## src/rtl/uart_tx_arbiter.sv

```systemverilog
// uart_tx_arbiter
//   Shares one UART transmitter between two byte sources using round-robin
//   arbitration, one byte per grant. The winning byte is latched onto uart_d,
//   strobed with a single-cycle uart_wre, and the UART busy flag is followed
//   until the byte is finished. The owner then gets a one-cycle done pulse.
//   A watchdog abandons the transfer (done + err) if the UART never reports
//   busy after the strobe.
//
// Ports
//   clk, reset      clock, synchronous active-high reset
//   req0, d0        requester 0 request / byte (hold both until done0)
//   done0           one-cycle completion pulse for requester 0
//   req1, d1        requester 1 request / byte (hold both until done1)
//   done1           one-cycle completion pulse for requester 1
//   err             pulses with done0/done1 when the transfer timed out
//   uart_d          registered byte to the UART
//   uart_wre        single-cycle UART write strobe
//   uart_bsy        UART is transmitting
module uart_tx_arbiter #(
    parameter int BSY_TIMEOUT = 1023,
    parameter int CNT_W       = 16
) (
    input  logic       clk,
    input  logic       reset,
    input  logic       req0,
    input  logic [7:0] d0,
    output logic       done0,
    input  logic       req1,
    input  logic [7:0] d1,
    output logic       done1,
    output logic       err,
    output logic [7:0] uart_d,
    output logic       uart_wre,
    input  logic       uart_bsy
);

    typedef enum logic [2:0] {
        IDLE,
        ISSUE,
        WAIT_BSY,
        WAIT_DONE,
        DONE
    } state_t;

    state_t           state, state_n;
    logic             owner, owner_n;   // 0: requester 0 holds the UART
    logic             ptr, ptr_n;       // requester favoured on contention
    logic             win;
    logic [7:0]       uart_d_n;
    logic [CNT_W-1:0] cnt, cnt_n;
    logic             wre_n, done0_n, done1_n, err_n;

    always_comb begin
        state_n  = state;
        owner_n  = owner;
        ptr_n    = ptr;
        uart_d_n = uart_d;
        cnt_n    = cnt;
        win      = 1'b0;

        case (state)
            IDLE: begin
                // A busy UART here can be a transfer left over from a reset;
                // never strobe on top of it.
                if (!uart_bsy && (req0 || req1)) begin
                    win      = (req0 && req1) ? ptr : req1;
                    owner_n  = win;
                    uart_d_n = win ? d1 : d0;
                    state_n  = ISSUE;
                end
            end
            ISSUE: begin
                cnt_n   = '0;
                state_n = WAIT_BSY;
            end
            WAIT_BSY: begin
                if (uart_bsy) begin
                    state_n = WAIT_DONE;
                end else begin
                    cnt_n = cnt + CNT_W'(1);
                    if (cnt_n == CNT_W'(BSY_TIMEOUT))
                        state_n = DONE;
                end
            end
            WAIT_DONE: begin
                if (!uart_bsy)
                    state_n = DONE;
            end
            DONE: begin
                // Flip even on timeout so a dead transfer cannot starve the peer.
                ptr_n   = ~owner;
                state_n = IDLE;
            end
            default: state_n = IDLE;
        endcase

        // Outputs are registered from the next state so each pulse lines up
        // exactly with the one cycle spent in ISSUE or DONE.
        wre_n   = (state_n == ISSUE);
        done0_n = (state_n == DONE) && !owner_n;
        done1_n = (state_n == DONE) &&  owner_n;
        err_n   = (state_n == DONE) && (state == WAIT_BSY);
    end

    always_ff @(posedge clk) begin
        if (reset) begin
            state    <= IDLE;
            owner    <= 1'b0;
            ptr      <= 1'b0;
            cnt      <= '0;
            uart_d   <= 8'h00;
            uart_wre <= 1'b0;
            done0    <= 1'b0;
            done1    <= 1'b0;
            err      <= 1'b0;
        end else begin
            state    <= state_n;
            owner    <= owner_n;
            ptr      <= ptr_n;
            cnt      <= cnt_n;
            uart_d   <= uart_d_n;
            uart_wre <= wre_n;
            done0    <= done0_n;
            done1    <= done1_n;
            err      <= err_n;
        end
    end

endmodule

```

## config.mk

```make
export PLATFORM = sky130hd
export DESIGN_NAME = uart_tx_arbiter
export DESIGN_NICKNAME = d
export VERILOG_FILES = /design/src/rtl/uart_tx_arbiter.sv
export SDC_FILE = /design/constraint.sdc
export NUM_CORES = 1
export LEC_CHECK = 0
export CAP_MARGIN = 20
export CELL_PAD_IN_SITES_DETAIL_PLACEMENT = 1
export CELL_PAD_IN_SITES_GLOBAL_PLACEMENT = 1
export CORE_MARGIN = 2
export CORE_UTILIZATION = 41
export CTS_CLUSTER_DIAMETER = 100
export DETAILED_ROUTE_END_ITERATION = 16
export PLACE_DENSITY_LB_ADDON = 0.1
export SLEW_MARGIN = 10
export SYNTH_ARGS = -nofsm -noshare
export SYNTH_HDL_FRONTEND = slang
export SYNTH_SLANG_ARGS = --single-unit
export TNS_END_PERCENT = 1
```

## constraint.sdc

```tcl
create_clock -name clk -period 3.3 [get_ports clk]
set_clock_uncertainty 0.15 [all_clocks]
set_input_delay 0.495 -clock clk [delete_from_list [all_inputs] [get_ports clk]]
set_output_delay 0.495 -clock clk [all_outputs]
set_load 0.005 [all_outputs]
```

==> results.cfg, run 1 <==
[pwr]
p_total_uw = 981.3
power_frac_comb_pct = 16.3
power.switching_uw = 238.0
p_int_uw = 743.3
p_leak_nw = 0.8001
swShare_pct = 24.25
p_per_area_nw_per_um2 = 447.7
max-vdd-ir-drop_mv = 0.2016
clkPwrFrac_pct = 39.6
power_frac_seq_pct = 44.1

[cts]
cts_tree = yes
insertion_delay_ns = 0.28
cts.path.max_buffers = 2
cts.sinks = 33
h-tree-depth = 2
clkTransAtPathRegs_ns = 0.07
root_buffer = clkbuf_8
cts_buffers = 5
post_cts_resized = 0
hold_buffers = 0
post-cts-setup-buffer-count = 0

[layout]
antenna_cells = 0
final_cell_count_no_fill = 280
area_growth_pct = 28.45
drive_gt1_share_pct = 9.130
final_cell_area_um2 = 2192
fin_nets = 252

[yosys]
yosysWarnings = 0
synth_top_cell_area_share_pct = 38.71
muxShareOfSynthArea_pct = 6.525
syn_area_um2 = 1707
ys_seq_elements = 33
synth_edf_count = 0
synth.most_common_cell = dfxtp_1
syn_inst = 198
synth_fp_nets = 221
yosysTopAreaCell = dfxtp_1
netlist_top_cells_count = dfxtp_1 (33), nor2_1 (24), a21oi_1 (16), a211oi_1 (13)
ys.flop_type = dfxtp_1
synth_cell_types = 42
yosys-top-cells-area = dfxtp_1 (39%), mux2i_1 (5.9%), a211oi_1 (5.7%)
synth-xor-area-share_pct = 2.053
synth-compound-area-share_pct = 21.99
syn_area_per_cell_um2 = 8.619
synth_fa_ha_area_share_pct = 1.466
async_flop_share_pct = 0
yosys.area_share.simple_pct = 25.15
yosysSeqAreaShare_pct = 38.71
synth_top_family_by_area = simple AND/OR/NAND/NOR gates

[critical_path]
worstPathMaxFanout = 7
worstPathArrival_ns = 2.61
r2r-start = cnt[1]$_SDFFE_PP0P_
endpoint_kind = flop
crit_type = flop to flop
start_kind = flop
cp.required_ns = 3.35
crit_start = cnt[1]$_SDFFE_PP0P_

[sta]
worstMarginPinSlew_ns = 0.6401
setup_viol = 0
whs_ns = 0.3013
rsz0062_at_grt = false
timing.setup.tns_ns = 0
relSlewSlack_pct = 57.19
fin_crit_sh_pct = 77.75
period_needed_ns = 2.566
timing.fmax_mhz = 389.8
finalMaxSlewViolations = 0
timing_hold_violations_final = 0

[floorplan]
fp.dieW_um = 68.52
rows = 23
pin_count = 33
coreArea_um2 = 4000
start_util_pct = 42.67
die_area_um2 = 4694
fp.dieH_um = 68.52

[drt]
routed_via_density = 5.729
wl_per_cell_um = 16.66
firstDrtPassIters = 4
drtIter0Drc = 69
vias = 1604
antenna_left = 0
wl_um = 4666
drt_drc_violations_left = 0

[place]
post_dp_cell_area_um2 = 2076
place_congestion = 0.7815
hpwl_um = 3442
placed_cells = 272
portBuffers = 32

[global_route]
grt_max_degree = 20
grt_usage_pct = 21.10
grt_pass1_wl_um = 7403
antenna_found_initial = 0
grt_overflow = 0
grt_pass1_vias = 1568

[flow_run]
max_cap_violations = 0

[min_path]
hp-start = owner$_SDFF_PP0_
worst_hold_path_type = flop to flop

[run_status]
outcome = complete, no violations
per-layer routing:
layer	share of wire, %	GRT usage [%]
met1	43	24.92
met2	51	37.74
met3	4.1	4.058
met4	1.5	7.500
met5	0	0
stage by stage:
step	util, %	worst slack (ns)
after floorplan	-	1.143
after global placement	51.89	0.7741
after detailed placement	51.89	0.6663
after CTS	54.80	0.7483
after global routing	54.80	0.5403
final	54.80	0.7344
worst paths after layout:
kind	slack [ns]	cells past startpoint	end
hold / removal	0.30	1	ptr$_SDFFE_PP0N_
setup reg to reg	0.73	6	err$_SDFF_PP0_
setup / recovery	0.73	6	err$_SDFF_PP0_
hold reg to reg	0.30	1	ptr$_SDFFE_PP0N_
area by class of cell:
class                   count  area, µm²
fillers                   479       1808
multi-input cells         147      975.9
flip-flops and latches     33      660.6
repair buffers             37      357.8
clock buffers               7      86.33
well taps                  50      62.56
clock inverters             1      30.03
inverters                   5      18.77
registers in the layout, indices dropped and copies added, names as in the netlist:
signal / count
cnt: 16
uart_d: 8
state: 3
done0: 1
done1: 1
err: 1
owner: 1
ptr: 1
uart_wre: 1
layout by cell type (no fill, tap or decap), types with 2 or more instances in the layout:
master and n:
xnor2_1 2, a311oi_1 4, nand4_1 4, inv_1 5, nand2_1 9, mux2i_1 10, a211oi_1 13, xor2_1 2
nor2_1 24, nor2b_1 3, clkdlybuf4s50_1 32, clkbuf_8 6, a21oi_1 16, nor4_1 3, buf_4 5, and3_1 2
nor4_4 2, or3_1 3, o211a_1 2, dfxtp_1 33, o21ai_0 8, o21ai_1 3, a31oi_1 5, ha_1 2
o21a_1 2, nor3_1 7, nand3_1 4, nand3b_1 3
cells by family (layout without fill, tap and decap cells):
kind of cell | after synthesis | after routing
AO/OA/AOI/OAI | 57 | 57
flip-flops | 33 | 33
adder cells (fa/ha/maj) | 2 | 2
multiplexers | 11 | 11
XOR/XNOR | 4 | 4
AND/OR/NAND/NOR | 73 | 73
buffers and inverters | 18 | 50
critical path, cell delays in order, from the launching register on:
cell       delay [ns]
dfxtp_1          0.41
ha_1             0.32
nand2_1          0.19
nor4_4           0.45
o2111ai_2        0.21
nor4_2           0.49
nor4b_4          0.27
power by group through the flow:
stage | registers [mW] | logic (mW) | clock network [mW]
2_1_floorplan | 0.435 | 0.0875 | 0
3_3_place_gp | 0.441 | 0.152 | 0
3_5_place_dp | 0.442 | 0.161 | 0
4_1_cts | 0.433 | 0.162 | 0.397
5_1_grt | 0.435 | 0.175 | 0.417
6_report | 0.433 | 0.160 | 0.389
No activity file was read; power rests on OpenSTA's default activity.
==> run 2, diff against run 1 <==
Settings changed: CORE_UTILIZATION 41 to 38.
Clock period 3.3 ns to 2.5 ns, I/O delays scaled along.
==> results.cfg, run 2 (synthesized netlist as in run 1, its figures left out) <==
[run_status]
outcome = complete, no violations

[layout]
final_cell_mix = dfxtp_1 (33), clkdlybuf4s50_1 (32), nor2_1 (24)
fillers = 542
largest_register_ff_count = 16
antenna_cells = 0
final_cell_count_no_fill = 288
drive_gt1_share_pct = 11.44
fin_nets = 258
fin_util_pct = 51.72
regMostFlops = cnt
largest_registers = cnt (16), uart_d (8), state (3)
layout_commonest_cell = dfxtp_1
multi_input_area_um2 = 975.9
area_growth_pct = 31.96
area.sequential_um2 = 660.6

[place]
hpwl_um = 3618
placed_cells = 280
place_congestion = 0.7910
portBuffers = 32
pre_cts_slack_ns = 0.1126

[drt]
firstDrtPassIters = 4
vias = 1657
wl_um = 5136
drtIter0Drc = 69
drt_drc_violations_left = 0
wl_per_cell_um = 17.83
antenna_left = 0
routed_via_density = 5.753

[pwr]
p_int_uw = 987.8
power_frac_seq_pct = 42.9
max-vdd-ir-drop_mv = 0.3123
p_per_area_nw_per_um2 = 592.2
clkPwrFrac_pct = 40.5
power.switching_uw = 345.9
power_frac_comb_pct = 16.6
swShare_pct = 25.93
p_leak_nw = 0.8361

[sta]
rsz0062_at_grt = false
fin_crit_sh_pct = 90.08
timing_hold_violations_final = 0
timing.setup.tns_ns = 0
finalMaxSlewViolations = 0
worstMarginPinSlew_ns = 0.4834
period_needed_ns = 2.252
setup_ws_ns = 0.2480
timing.fmax_mhz = 444.1
setup_viol = 0
relSlewSlack_pct = 67.67

[global_route]
grt_pass1_wl_um = 8597
grt_pass1_vias = 1797
grt_overflow = 0
grt_max_degree = 22
grt_usage_pct = 21.99
antenna_found_initial = 0

[floorplan]
die_area_um2 = 5043
coreArea_um2 = 4354
start_util_pct = 39.20
rows = 24
fp.dieW_um = 71.02
fp.dieH_um = 71.02
pin_count = 33

[flow_run]
max_cap_violations = 0

[cts]
hold_buffers = 0
clkTransAtPathRegs_ns = 0.07
cts_buffers = 5
cts_tree = yes
h-tree-depth = 2
cts.sinks = 33
insertion_delay_ns = 0.29
cts.path.max_buffers = 2
post-cts-setup-buffer-count = 0
post_cts_resized = 0
root_buffer = clkbuf_8

[critical_path]
worst-r2r-setup-slack_ns = 0.25
crit_type = flop to flop
start_kind = flop
cp.required_ns = 2.54
r2r-end = done0$_SDFF_PP0_
r2r_cells = 6
worstPathArrival_ns = 2.29
worstPathMaxFanout = 7
endpoint_kind = flop
r2r-start = cnt[0]$_SDFFE_PP0P_

[min_path]
worst_hold_path_type = flop to flop
min_to = ptr$_SDFFE_PP0N_
hp-start = owner$_SDFF_PP0_
whs_path_depth = 1
-- run 2: worst max path at each step --
| stage | start | end | slack, ns | cells past startpoint |
|---|---|---|---|---|
| 3_5_place_dp | uart_bsy | done1$_SDFF_PP0_ | 0.11 | 6 |
| 5_1_grt | cnt[0]$_SDFFE_PP0P_ | done0$_SDFF_PP0_ | 0.12 | 6 |
| 2_1_floorplan | cnt[1]$_SDFFE_PP0P_ | err$_SDFF_PP0_ | 0.34 | 6 |
| 6_report | cnt[0]$_SDFFE_PP0P_ | done0$_SDFF_PP0_ | 0.25 | 6 |
| 3_3_place_gp | uart_bsy | done1$_SDFF_PP0_ | 0.24 | 6 |
| 4_1_cts | cnt[0]$_SDFFE_PP0P_ | done0$_SDFF_PP0_ | 0.24 | 6 |
-- run 2: metal layers --
| layer | vias up | wire length (µm) | track usage (%) |
|---|---|---|---|
| met2 | 33 | 2672 | 40.19 |
| li1 | 808 | - | - |
| met1 | 803 | 2153 | 24.16 |
| met3 | 13 | 175 | 5.271 |
| met5 | - | 0 | 0 |
| met4 | 0 | 134 | 9.224 |
-- run 2: worst max-delay path: stages, from the launching register on --
cell,delay [ns]
dfxtp_1,0.42
nand3_1,0.28
nor4_1,0.51
xor2_1,0.35
nor4_2,0.09
buf_4,0.16
o211a_1,0.20
-- run 2: area by class of cell --
cell class / count / area share, %
Clock buffer: 7 / 3.833
Sequential cell: 33 / 29.33
Tap cell: 52 / 2.889
Timing Repair Buffer: 43 / 18.44
Multi-Input combinational cell: 147 / 43.33
Clock inverter: 1 / 1.333
Inverter: 5 / 0.8333
-- run 2: power groups by stage --
stage | Clock, mW | Sequential [mW] | Combinational [mW]
after floorplan | 0 | 0.574 | 0.116
after detailed placement | 0 | 0.585 | 0.221
final | 0.540 | 0.572 | 0.222
after global placement | 0 | 0.582 | 0.210
after CTS | 0.541 | 0.573 | 0.223
after global routing | 0.560 | 0.576 | 0.244
-- run 2: metrics by stage --
step	hold WS, ns	instance area [µm²]	power, mW
final	0.2803	2252	1.334
after global routing	0.3167	2252	1.380
after CTS	0.2857	2252	1.337
after detailed placement	0.2759	2136	0.8057
after global placement	0.2777	2136	0.7920
after floorplan	0.2632	1707	0.6891
